==> config.mk <==
export PLATFORM = sky130hd
export DESIGN_NAME = fetch_queue
export DESIGN_NICKNAME = d
export VERILOG_FILES = /design/src/rtl/fetch_queue.sv
export SDC_FILE = /design/constraint.sdc
export NUM_CORES = 1
export LEC_CHECK = 0
export ABC_CLOCK_PERIOD_IN_PS = 2780
export CAP_MARGIN = 0
export CORE_MARGIN = 3
export CORE_UTILIZATION = 40
export CTS_CLUSTER_SIZE = 16
export DETAILED_ROUTE_END_ITERATION = 7
export PLACE_DENSITY = 0.56
export SYNTH_ARGS = -nofsm -noshare
export SYNTH_HDL_FRONTEND = slang
export SYNTH_SLANG_ARGS = --single-unit
==> constraint.sdc <==
create_clock -name clk -period 2.78 [get_ports clk]
set_input_delay 0.278 -clock clk [delete_from_list [all_inputs] [get_ports clk]]
set_output_delay 0.278 -clock clk [all_outputs]
set_load 0.05 [all_outputs]
==> src/rtl/fetch_queue.sv <==
// Instruction fetch queue: circular buffer taking up to FETCH_WIDTH instructions per cycle
// and presenting one head instruction per cycle to decode. Optional same-cycle bypass via FETCH_QUEUE_BYPASS_EN.
module fetch_queue #(
  parameter int ADDR        = 32,
  parameter int INST        = 32,
  parameter int FETCH_WIDTH = 2,
  parameter int DEPTH       = 8
) (
  input  logic                            clk,
  input  logic                            reset,
  input  logic                            flush_,
  input  logic                            ic_e_,
  input  logic [$clog2(FETCH_WIDTH+1)-1:0] ic_cnt,
  input  logic [ADDR-1:0]                 ic_pc,
  input  logic [FETCH_WIDTH*INST-1:0]     ic_inst,
  output logic                            fetch_stall_,
  input  logic                            dec_stall_,
  output logic                            inst_e_,
  output logic [ADDR-1:0]                 inst_pc,
  output logic [INST-1:0]                 inst,
  output logic [$clog2(DEPTH+1)-1:0]      count
);

  localparam int PW = $clog2(DEPTH);
  localparam int CW = $clog2(DEPTH+1);
  localparam int IW = $clog2(FETCH_WIDTH+1);

  typedef struct packed {
    logic [ADDR-1:0] pc;
    logic [INST-1:0] inst;
  } entry_t;

  entry_t          mem_q [DEPTH];
  entry_t          mem_d [DEPTH];
  logic [PW-1:0]   head_q, head_d;
  logic [PW-1:0]   tail_q, tail_d;
  logic [CW-1:0]   count_q, count_d;

  logic            accept;
  logic            pop;
  logic            bypass;
  logic            head_vld;
  logic [IW-1:0]   wr_off;

  // Stall is based purely on registered occupancy so the fetch side never
  // sees a path through the decoder's stall.
  always_comb begin
    fetch_stall_ = !(count_q > CW'(DEPTH - FETCH_WIDTH));
    accept       = !ic_e_ && fetch_stall_ && flush_;
    head_vld     = (count_q != '0);
`ifdef FETCH_QUEUE_BYPASS_EN
    bypass       = accept && !head_vld && dec_stall_;
`else
    bypass       = 1'b0;
`endif
    wr_off       = bypass ? IW'(1) : IW'(0);
    pop          = head_vld && flush_ && dec_stall_;
    inst_e_      = !((head_vld || bypass) && flush_);
  end

  // Head presentation; zeroed whenever nothing valid is shown.
  always_comb begin
    inst_pc = '0;
    inst    = '0;
    if (!inst_e_) begin
      if (bypass) begin
        inst_pc = ic_pc;
        inst    = ic_inst[0 +: INST];
      end else begin
        inst_pc = mem_q[head_q].pc;
        inst    = mem_q[head_q].inst;
      end
    end
  end

  always_comb begin
    for (int j = 0; j < DEPTH; j++) mem_d[j] = mem_q[j];
    // Lane i lands at tail+i, shifted down by one when lane 0 was bypassed.
    for (int i = 0; i < FETCH_WIDTH; i++) begin
      if (accept && (i >= int'(wr_off)) && (i < int'(ic_cnt))) begin
        mem_d[tail_q + PW'(i) - PW'(wr_off)].pc   = ic_pc + ADDR'(4 * i);
        mem_d[tail_q + PW'(i) - PW'(wr_off)].inst = ic_inst[i*INST +: INST];
      end
    end
  end

  always_comb begin
    head_d  = head_q;
    tail_d  = tail_q;
    count_d = count_q;
    if (!flush_) begin
      head_d  = '0;
      tail_d  = '0;
      count_d = '0;
    end else begin
      if (accept) begin
        tail_d  = tail_q + PW'(ic_cnt) - PW'(wr_off);
        count_d = count_q + CW'(ic_cnt) - CW'(wr_off);
      end
      if (pop) begin
        head_d  = head_q + PW'(1);
        count_d = count_d - CW'(1);
      end
    end
  end

  always_ff @(posedge clk) begin
    if (reset) begin
      head_q  <= '0;
      tail_q  <= '0;
      count_q <= '0;
    end else begin
      head_q  <= head_d;
      tail_q  <= tail_d;
      count_q <= count_d;
    end
  end

  // Storage needs no reset: nothing is visible unless count covers it.
  always_ff @(posedge clk) begin
    for (int j = 0; j < DEPTH; j++) mem_q[j] <= mem_d[j];
  end

  assign count = count_q;

  a_count_range: assert property (@(posedge clk) disable iff (reset)
    count_q <= CW'(DEPTH));
  a_cnt_legal: assert property (@(posedge clk) disable iff (reset)
    accept |-> ((ic_cnt != '0) && (ic_cnt <= IW'(FETCH_WIDTH))));

endmodule
* Yosys cells after proc, flatten, opt, wreduce, memory -nomap -nowiden
Memories as Yosys holds them, arrays and structs flattened. A register that Yosys moved wholly into a read port is not among the register bits.
Cells that the tools add are included.
** Word-level totals
- Flip-flop bits (word level) :: 10
- RAM bits :: 512
- Input bits :: 103
- Logic and storage cells :: 54
- Memories kept :: 1
** Cells by class
- Add/sub/neg operators :: 6
- Magnitude comparators :: 7
- Multiplexer cells :: 21
- Bitwise logic cells :: 3
- Reduce and logical (&&, ||, !) cells :: 13
** Memories
- mem_q :: words 8, width 64, rd ports 9, clocked after memory_dff 1, write ports 8, RTL line 33 : entry_t mem_q [DEPTH];
** Operators with widths (number)
- 512-bit bitwise mux :: 4
- 512-bit two-way mux :: 2
- 64-bit demux with 3-bit select :: 4
- 32-bit two-way mux :: 4
- 64-bit two-way mux :: 2
- 32-bit by 3-bit adder with 32-bit output (second input constant) :: 1
- 4-bit two-way mux :: 3
- 4-bit >= comparator (second input constant) :: 2
- 1-bit logical AND :: 8
- 4-bit by 1-bit < comparator with 1-bit output (second input constant) :: 2
- 3-bit NOT with 4-bit output :: 2
- 3-bit by 1-bit adder with 3-bit output (second input constant) :: 2
- 3-bit two-way mux :: 2
- 4-bit by 2-bit adder with 4-bit output :: 1
- 4-bit by 3-bit > comparator with 1-bit output (second input constant) :: 1
- 1-bit by 2-bit < comparator with 1-bit output (first input constant) :: 2
- 4-bit nonzero test :: 1
- 4-bit by 1-bit subtractor with 4-bit output (second input constant) :: 1
- 3-bit by 2-bit adder with 3-bit output :: 1
- 1-bit logical NOT :: 3
- 2-bit OR reduction :: 1
- 1-bit NOT :: 1

* Logic depth before layout (Yosys ltp)
Gate-level depths: netlist of run 1.
- Word-level depth :: 11
- Depth in mapped cells :: 10

* Worst setup path before layout of run 1
No wires, ideal clock.
- Kind :: register to output
- Start point :: register (tool-made name)
- End point :: output inst[0]
- Arrival time :: 2.273 ns
- Path slack :: 0.229 ns
- Stages on the path, launching flop included :: 7
- Buffers on the path :: 3
- Path through :: dfxtp_1 buf_2 buf_1 clkbuf_1 mux4_2 mux2i_1 nor2_1
** RTL lines
- to (decl) :: RTL line 20 : output logic [INST-1:0] inst,

==> results of run 1 <==
## flip-flops by register name, indices dropped and copies added, names as in the netlist, named ones only
| register | count |
|---|---|
| head_q | 3 |
| count | 4 |
| mem_q | 512 |
| tail_q | 3 |
## kinds of logic (layout without fill, tap and decap cells)
| logic type | Yosys count | count (layout) | synth area share (%) |
|---|---|---|---|
| multiplexers | 407 | 407 | 21.2 |
| adder cells (fa/ha/maj) | 9 | 9 | 0.474 |
| flip-flops | 525 | 525 | 39.0 |
| buffers and inverters | 365 | 500 | 6.16 |
| AO/OA/AOI/OAI | 765 | 765 | 16.9 |
| AND/OR/NAND/NOR | 982 | 982 | 15.8 |
| XOR/XNOR | 13 | 13 | 0.521 |
## power by group
group / total, mW / switching, mW / internal (mW) / leakage, nW
logic: 2.76 / 1.37 / 1.39 / 7.62
registers: 9.10 / 0.536 / 8.57 / 4.32
clock network: 7.66 / 3.22 / 4.45 / 0.931
total: 19.5 / 5.12 / 14.4 / 12.9
## what timing repair did
action                     CTS  global route
pin swaps                    0             2
gates resized for setup     34            34
cloned                       4             4
hold buffers                 0             0
setup buffers               18             9
setup endpoints to repair   57            37
## layout by cell type (no fill, tap or decap), types with 8 or more instances in the layout
cell,synthesis,routed
mux2i_2,0,19
buf_6,7,15
nor2_1,318,314
nand3_1,16,16
buf_4,27,176
inv_1,14,13
mux2_2,16,16
nor3_1,35,35
nor4_4,7,8
and3_1,15,15
mux2i_1,263,238
clkbuf_1,167,12
o21ai_0,266,266
a21oi_1,145,145
clkbuf_16,0,61
a31oi_1,122,122
xnor2_1,8,8
nand2_1,510,510
dfxtp_1,525,522
o221a_2,14,14
clkbuf_8,0,15
buf_12,0,66
mux4_2,128,128
o32ai_1,11,11
clkdlybuf4s50_1,0,106
clkinv_2,0,10
o22ai_1,95,95
nand4_1,19,19
a211oi_1,79,79
## stage by stage
step	cell area, um^2	hold WS, ps	util [%]	power, mW
floorplan	26900	424	-	11.0
global placement	30200	454	45.5	11.8
detailed placement	30200	462	45.5	11.9
CTS	32500	392	49.1	19.6
global route	32800	449	49.5	20.3
finish	32800	433	49.5	19.5
## worst max path at each step
stage | to | depth (start not counted)
6_report | inst[10] | 7
5_1_grt | inst[18] | 7
2_1_floorplan | inst[0] | 6
3_5_place_dp | mem_q[6][61] | 9
3_3_place_gp | mem_q[1][61] | 9
4_1_cts | inst_pc[18] | 7
## worst min-delay path: cells and delay by family
kind	cells	cell delay (ps)
AO/OA/AOI/OAI	1	60
buffers and inverters	1	550
AND/OR/NAND/NOR	1	100
## cell type report
| cell class | count | share of cell area, % |
|---|---|---|
| Inverter | 16 | 0.183 |
| Sequential cell | 525 | 32.1 |
| Clock inverter | 19 | 0.607 |
| Tap cell | 864 | 3.30 |
| Multi-Input combinational cell | 2176 | 45.6 |
| Timing Repair Buffer | 381 | 13.1 |
| Clock buffer | 84 | 5.12 |
## metal layers
layer | part of all wire, % | global-route usage, % | up-vias
met2 | 46 | 42.5 | 1235
met3 | 9.1 | 5.20 | 189
li1 | - | - | 11174
met5 | 0 | 0 | -
met4 | 2.7 | 9.06 | 0
met1 | 42 | 36.3 | 12072
==> reports/metrics.csv, run 1 <==
stage;metric;value;unit
global_routing;grt_pass1_wl;147000;um
worst_setup_path;cpMostUsedCell;buf_4;
timing;setup_ws;30.8;ps
logic_synthesis;yosys.area.top_type;dfxtp_1;
clock_tree;clkTransAtPathRegs;60;ps
global_routing;grt_pass1_vias;24237;
logic_synthesis;synth_edf_count;0;
final_layout;fillerInstances;6035;
clock_tree;cts-root-buf;clkbuf_16;
logic_synthesis;synthDistinctLibCells;71;
floorplanning;die_h;265;um
worst_setup_path;ff2ff_setup_slack;220;ps
timing;final_hold_viol_count;0;
worst_setup_path;worstSetupEndpointType;output port;
clock_tree;cts.sinks;525;
logic_synthesis;synth_seq_area_share;39.0;%
place;gp_congestion;0.898;
final_layout;diodes;0;
final_layout;drive_above_1_share;18.6;%
worst_hold_path;whs_path_depth;3;
timing;period_needed;2750;ps
logic_synthesis;async_flop_share;0;%
global_routing;grtUsageTotal;26.7;%
logic_synthesis;ys_top_cells_by_area;dfxtp_1 (39%), mux4_2 (11%), mux2i_1 (9.8%), nand2_1 (7.1%), o21ai_0 (4.9%);
timing;finalClockSkew;9.40;ps
outcome;outcome;completed;
clock_tree;htreeDepth;2;
global_routing;grt_max_degree;80;
worst_setup_path;worst-path-max-fanout;14;
floorplanning;start_util;40.6;%
place;placed_cells;3927;
timing;setup_tns;0;ps
timing;rsz0062_at_grt;yes;
run;max-cap-violations;0;
worst_setup_path;path_delay_family;buffers and inverters;
timing;period_share;98.9;%
detailed_routing;routed_via_density;6.07;
timing;slew_headroom;50.2;%
timing;finalSetupViolCount;0;
worst_setup_path;worstReg2RegEnd;mem_q[7][21];
final_layout;seq_area;0.0105;mm^2
detailed_routing;final_antenna_net_count;0;
place;dp_slack;22.8;ps
floorplanning;dieArea;0.0704;mm^2
worst_setup_path;r2r_start;count[1];
place;post-dp-hpwl;60100;um
worst_hold_path;whs_endpoint;mem_q[2][9];
global_routing;gr-total-overflow;0;
worst_hold_path;hold_start;ic_inst[41];
worst_setup_path;rr_worst_depth;5;
logic_synthesis;avgSynthCellArea;8.78;um^2
final_layout;multi_input_area;0.0150;mm^2
power_and_ir_drop;ir_worst_vdd;402;uV
logic_synthesis;syn_inst;3066;
logic_synthesis;synth_common_cells;dfxtp_1 (525), nand2_1 (510), nor2_1 (318);
worst_setup_path;critPathLaunchType;register;
logic_synthesis;syn_nets;3178;
clock_tree;clockBufferDepth;3;
worst_setup_path;crit_type;register to output port;
floorplanning;core_area;0.0662;mm^2
worst_setup_path;slowest_delay;510;ps
worst_setup_path;worst-path-buf-inv;4;
clock_tree;numCtsBuffers;56;
worst_setup_path;critPathRequiredTime;2500;ps
detailed_routing;drt_wl_total;96900;um
floorplanning;die_w;265;um
timing;slew_violations;0;
worst_hold_path;hold_path_class;input port to register;
place;numPortBuffers;172;
logic_synthesis;yosys_most_used_dff;dfxtp_1;
worst_setup_path;crit_arrival;2470;ps
detailed_routing;drtIter0Drc;2501;
logic_synthesis;ys_warn_count;0;
timing;worst_pin_slew;744;ps
clock_tree;tritoncts;built;
final_layout;fin_cells;4065;
worst_setup_path;worstPathCellList;buf_12 -> buf_4 -> clkbuf_16 -> mux4_2 -> mux2i_1 -> nor2_1 -> buf_4;
final_layout;area_growth;21.9;%
logic_synthesis;yosysMostFrequentCell;dfxtp_1;
detailed_routing;wl_per_cell;23.8;um
global_routing;antenna_found_initial;0;
worst_setup_path;slowest_stage;mux4_2;
clock_tree;clock_latency;620;ps
timing;fmaxAchievable;364;MHz
logic_synthesis;syn_area;0.0269;mm^2
power_and_ir_drop;p_leak;12.9;nW
detailed_routing;drc;0;
detailed_routing;dr.pass1.iters;6;
detailed_routing;num_vias;24670;
logic_synthesis;yosys.area.top_type_share;39.0;%
floorplanning;io_pins;173;
floorplanning;fp-row-count;94;
logic_synthesis;synth-seq-cells;525;
final_layout;nNetsFinal;3268;
power_and_ir_drop;p_per_area;595;mW/mm^2
Power figures use the tool's default switching activity.
==> run 2, diff against run 1 <==
Settings changed: CELL_PAD_IN_SITES_DETAIL_PLACEMENT set to 1, CELL_PAD_IN_SITES_GLOBAL_PLACEMENT set to 1, PLACE_DENSITY 0.56 to 0.69.
==> run 2 against run 1 <==
  * Critical path depth decreased by 1
  * Sequential share of layout area decreased by 0.19 points
  * Non-clock buffer count up 11
  * Die area did not move
  * Largest cell class unchanged
  * Critical endpoint is now inst_pc[8]
  * Clock skew is 18 ps higher
  * Power grew 3.8%
  * Count of clock-buffer cells in the layout is 6 higher
  * Fmax increased by 0.59%
  * Clock power increased by 8.9%
  * Flip-flop and latch count stayed put
  * Final cell count rose by 0.44%
  * First-iteration DRC count is 17% lower
==> reports/metrics.csv, run 2 (synthesis results as in run 1) <==
stage;metric;value;unit;change
clock_tree;htreeDepth;2;;unchanged
timing;finalClockSkew;27.9;ps;was 9.40 ps
power_and_ir_drop;ir_worst_vdd;389;uV;was 402 uV
final_layout;fillerInstances;7426;;was 6035
floorplanning;io_pins;173;;unchanged
detailed_routing;drt_wl_total;107000;um;was 96900 um
global_routing;grt_max_degree;75;;was 80
worst_setup_path;worst-path-buf-inv;3;;was 4
final_layout;final_common_cell;dfxtp_1;;unchanged
worst_setup_path;cpMostUsedCell;buf_12;;was buf_4
final_layout;top_register;mem_q;;unchanged
detailed_routing;drtIter0Drc;2073;;was 2501
place;gp_congestion;0.868;;was 0.898
power_and_ir_drop;p_leak;13.0;nW;was 12.9 nW
floorplanning;fp-row-count;94;;unchanged
worst_setup_path;crit_arrival;2460;ps;was 2470 ps
place;numPortBuffers;172;;unchanged
outcome;outcome;completed;;unchanged
timing;setup_ws;47.0;ps;was 30.8 ps
final_layout;layout_common_cells;dfxtp_1 (522), nand2_1 (510), nor2_1 (314);;unchanged
timing;period_needed;2730;ps;was 2750 ps
worst_hold_path;hold_path_class;input port to register;;unchanged
timing;rsz0062_at_grt;no;;was yes
global_routing;grtUsageTotal;29.3;%;was 26.7%
worst_setup_path;slowest_delay;510;ps;about the same
worst_setup_path;worstSetupEndpointType;output port;;unchanged
clock_tree;numCtsBuffers;60;;was 56
timing;final_hold_viol_count;0;;unchanged
clock_tree;cts-root-buf;clkbuf_16;;unchanged
clock_tree;clockBufferDepth;3;;unchanged
power_and_ir_drop;p_per_area;615;mW/mm^2;was 595 mW/mm^2
timing;slew_violations;0;;unchanged
clock_tree;cts.sinks;525;;unchanged
worst_setup_path;worst-path-max-fanout;11;;was 14
worst_setup_path;crit_type;register to output port;;unchanged
worst_setup_path;critPathRequiredTime;2500;ps;about the same
detailed_routing;routed_via_density;6.18;;was 6.07
timing;worst_pin_slew;807;ps;was 744 ps
worst_setup_path;crit_end;inst_pc[8];;was inst[10]
clock_tree;clock_latency;640;ps;was 620 ps
clock_tree;tritoncts;built;;unchanged
timing;finalSetupViolCount;0;;unchanged
worst_setup_path;slowest_stage;mux4_2;;unchanged
worst_setup_path;worstPathCellList;buf_12 -> bufbuf_16 -> mux4_2 -> mux2i_1 -> nor2_2 -> buf_12;;was buf_12 -> buf_4 -> clkbuf_16 -> mux4_2 -> mux2i_1 -> nor2_1 -> buf_4
floorplanning;dieArea;0.0704;mm^2;unchanged
detailed_routing;dr.pass1.iters;5;;was 6
final_layout;area_growth;22.6;%;was 21.9%
timing;slew_headroom;45.9;%;was 50.2%
final_layout;largest_reg_flops;512;;unchanged
worst_setup_path;critPathLaunchType;register;;unchanged
global_routing;gr-total-overflow;0;;unchanged
timing;hold_ws;415;ps;was 433 ps
clock_tree;clkTransAtPathRegs;60;ps;about the same
timing;fmaxAchievable;366;MHz;was 364 MHz
final_layout;drive_above_1_share;18.5;%;was 18.6%
global_routing;grt_pass1_wl;161000;um;was 147000 um
global_routing;grt_pass1_vias;26429;;was 24237
place;dp_slack;34.3;ps;was 22.8 ps
worst_setup_path;worstReg2RegEnd;mem_q[1][54];;was mem_q[7][21]
floorplanning;core_area;0.0662;mm^2;unchanged
detailed_routing;drc;0;;unchanged
detailed_routing;final_antenna_net_count;0;;unchanged
worst_setup_path;ff2ff_setup_slack;200;ps;was 220 ps
floorplanning;die_h;265;um;unchanged
final_layout;utilization;49.8;%;was 49.5%
global_routing;antenna_found_initial;1;;was 0
floorplanning;die_w;265;um;unchanged
worst_setup_path;rr_worst_depth;7;;was 5
place;post-dp-hpwl;67600;um;was 60100 um
floorplanning;start_util;40.6;%;unchanged
final_layout;fin_area;0.0330;mm^2;was 0.0328 mm^2
timing;period_share;98.3;%;was 98.9%
final_layout;nNetsFinal;3283;;was 3268
detailed_routing;wl_per_cell;26.1;um;was 23.8 um
place;placed_cell_area;0.0303;mm^2;was 0.0302 mm^2
detailed_routing;num_vias;25250;;was 24670
worst_setup_path;cp_num_cells;6;;was 7
worst_setup_path;r2r_start;tail_q[1];;was count[1]
run;max-cap-violations;0;;unchanged
worst_setup_path;path_delay_family;multiplexers;;was buffers and inverters
## run 2: changes by cell type in the layout (fill, tap and decap cells not counted), sizes merged
cell         before  now
clkinv           14   13
diode             0    1
buf             270  280
inv              17   15
dlygate4sd2       0    1
bufinv            3    7
clkinvlp          1    0
clkbuf           88   94
## run 2: worst reg2reg max path, stage by stage (launching register included)
cell and delay [ps]:
dfxtp_1 510, ha_1 400, or3b_2 550, nor4_4 360
buf_4 250, o21ai_0 100, a21oi_1 190, a211oi_1 80
## run 2: area by class of cell
| cell class | instances | area, um^2 | area share [%] |
|---|---|---|---|
| Sequential cell | 525 | 10500 | 31.9 |
| Antenna cell | 1 | 2.50 | 0.00758 |
| Clock inverter | 19 | 293 | 0.887 |
| Multi-Input combinational cell | 2176 | 14900 | 45.1 |
| Clock buffer | 90 | 1750 | 5.32 |
| Inverter | 16 | 60.1 | 0.182 |
| Tap cell | 864 | 1080 | 3.28 |
| Timing Repair Buffer | 392 | 4400 | 13.3 |
## run 2: worst min path at each step
stage	start	endpoint	slack, ps	cells past startpoint
after floorplan	ic_pc[0]	mem_q[0][32]	420	1
after global placement	mem_q[6][1]	mem_q[6][1]	460	2
after detailed placement	mem_q[5][41]	mem_q[5][41]	460	2
after CTS	ic_inst[34]	mem_q[3][2]	390	3
after global routing	ic_inst[2]	mem_q[5][2]	430	3
final	ic_inst[59]	mem_q[7][27]	420	3
## run 2: what timing repair did
action / in CTS / in global routing
gates resized for setup: 21 / 18
setup endpoints to repair: 63 / 38
cloned: 2 / 4
buffers inserted: 14 / 13
hold buffers: 0 / 0
## run 2: metrics by stage
stage / total power, mW / cells / TNS (ps)
global placement: 11.8 / 3940 / 0
global route: 21.1 / 4082 / 0
CTS: 20.3 / 4065 / -96.3
finish: 20.3 / 4083 / 0
detailed placement: 12.0 / 3940 / 0
floorplan: 11.0 / 3066 / 0
## run 2: per-layer routing
metal / routed length, um / vias up / GRT usage, %
li1: - / 11200 / -
met1: 45500 / 12855 / 39.4
met2: 50200 / 973 / 48.4
met3: 7480 / 222 / 4.51
met4: 3330 / 0 / 10.0
met5: 0 / - / 0
## run 2: where the power goes
part           leakage [nW]  switching [mW]  internal (mW)
Sequential             4.32           0.559           8.57
Combinational          7.66            1.43           1.37
Clock                  1.01            3.36           4.98
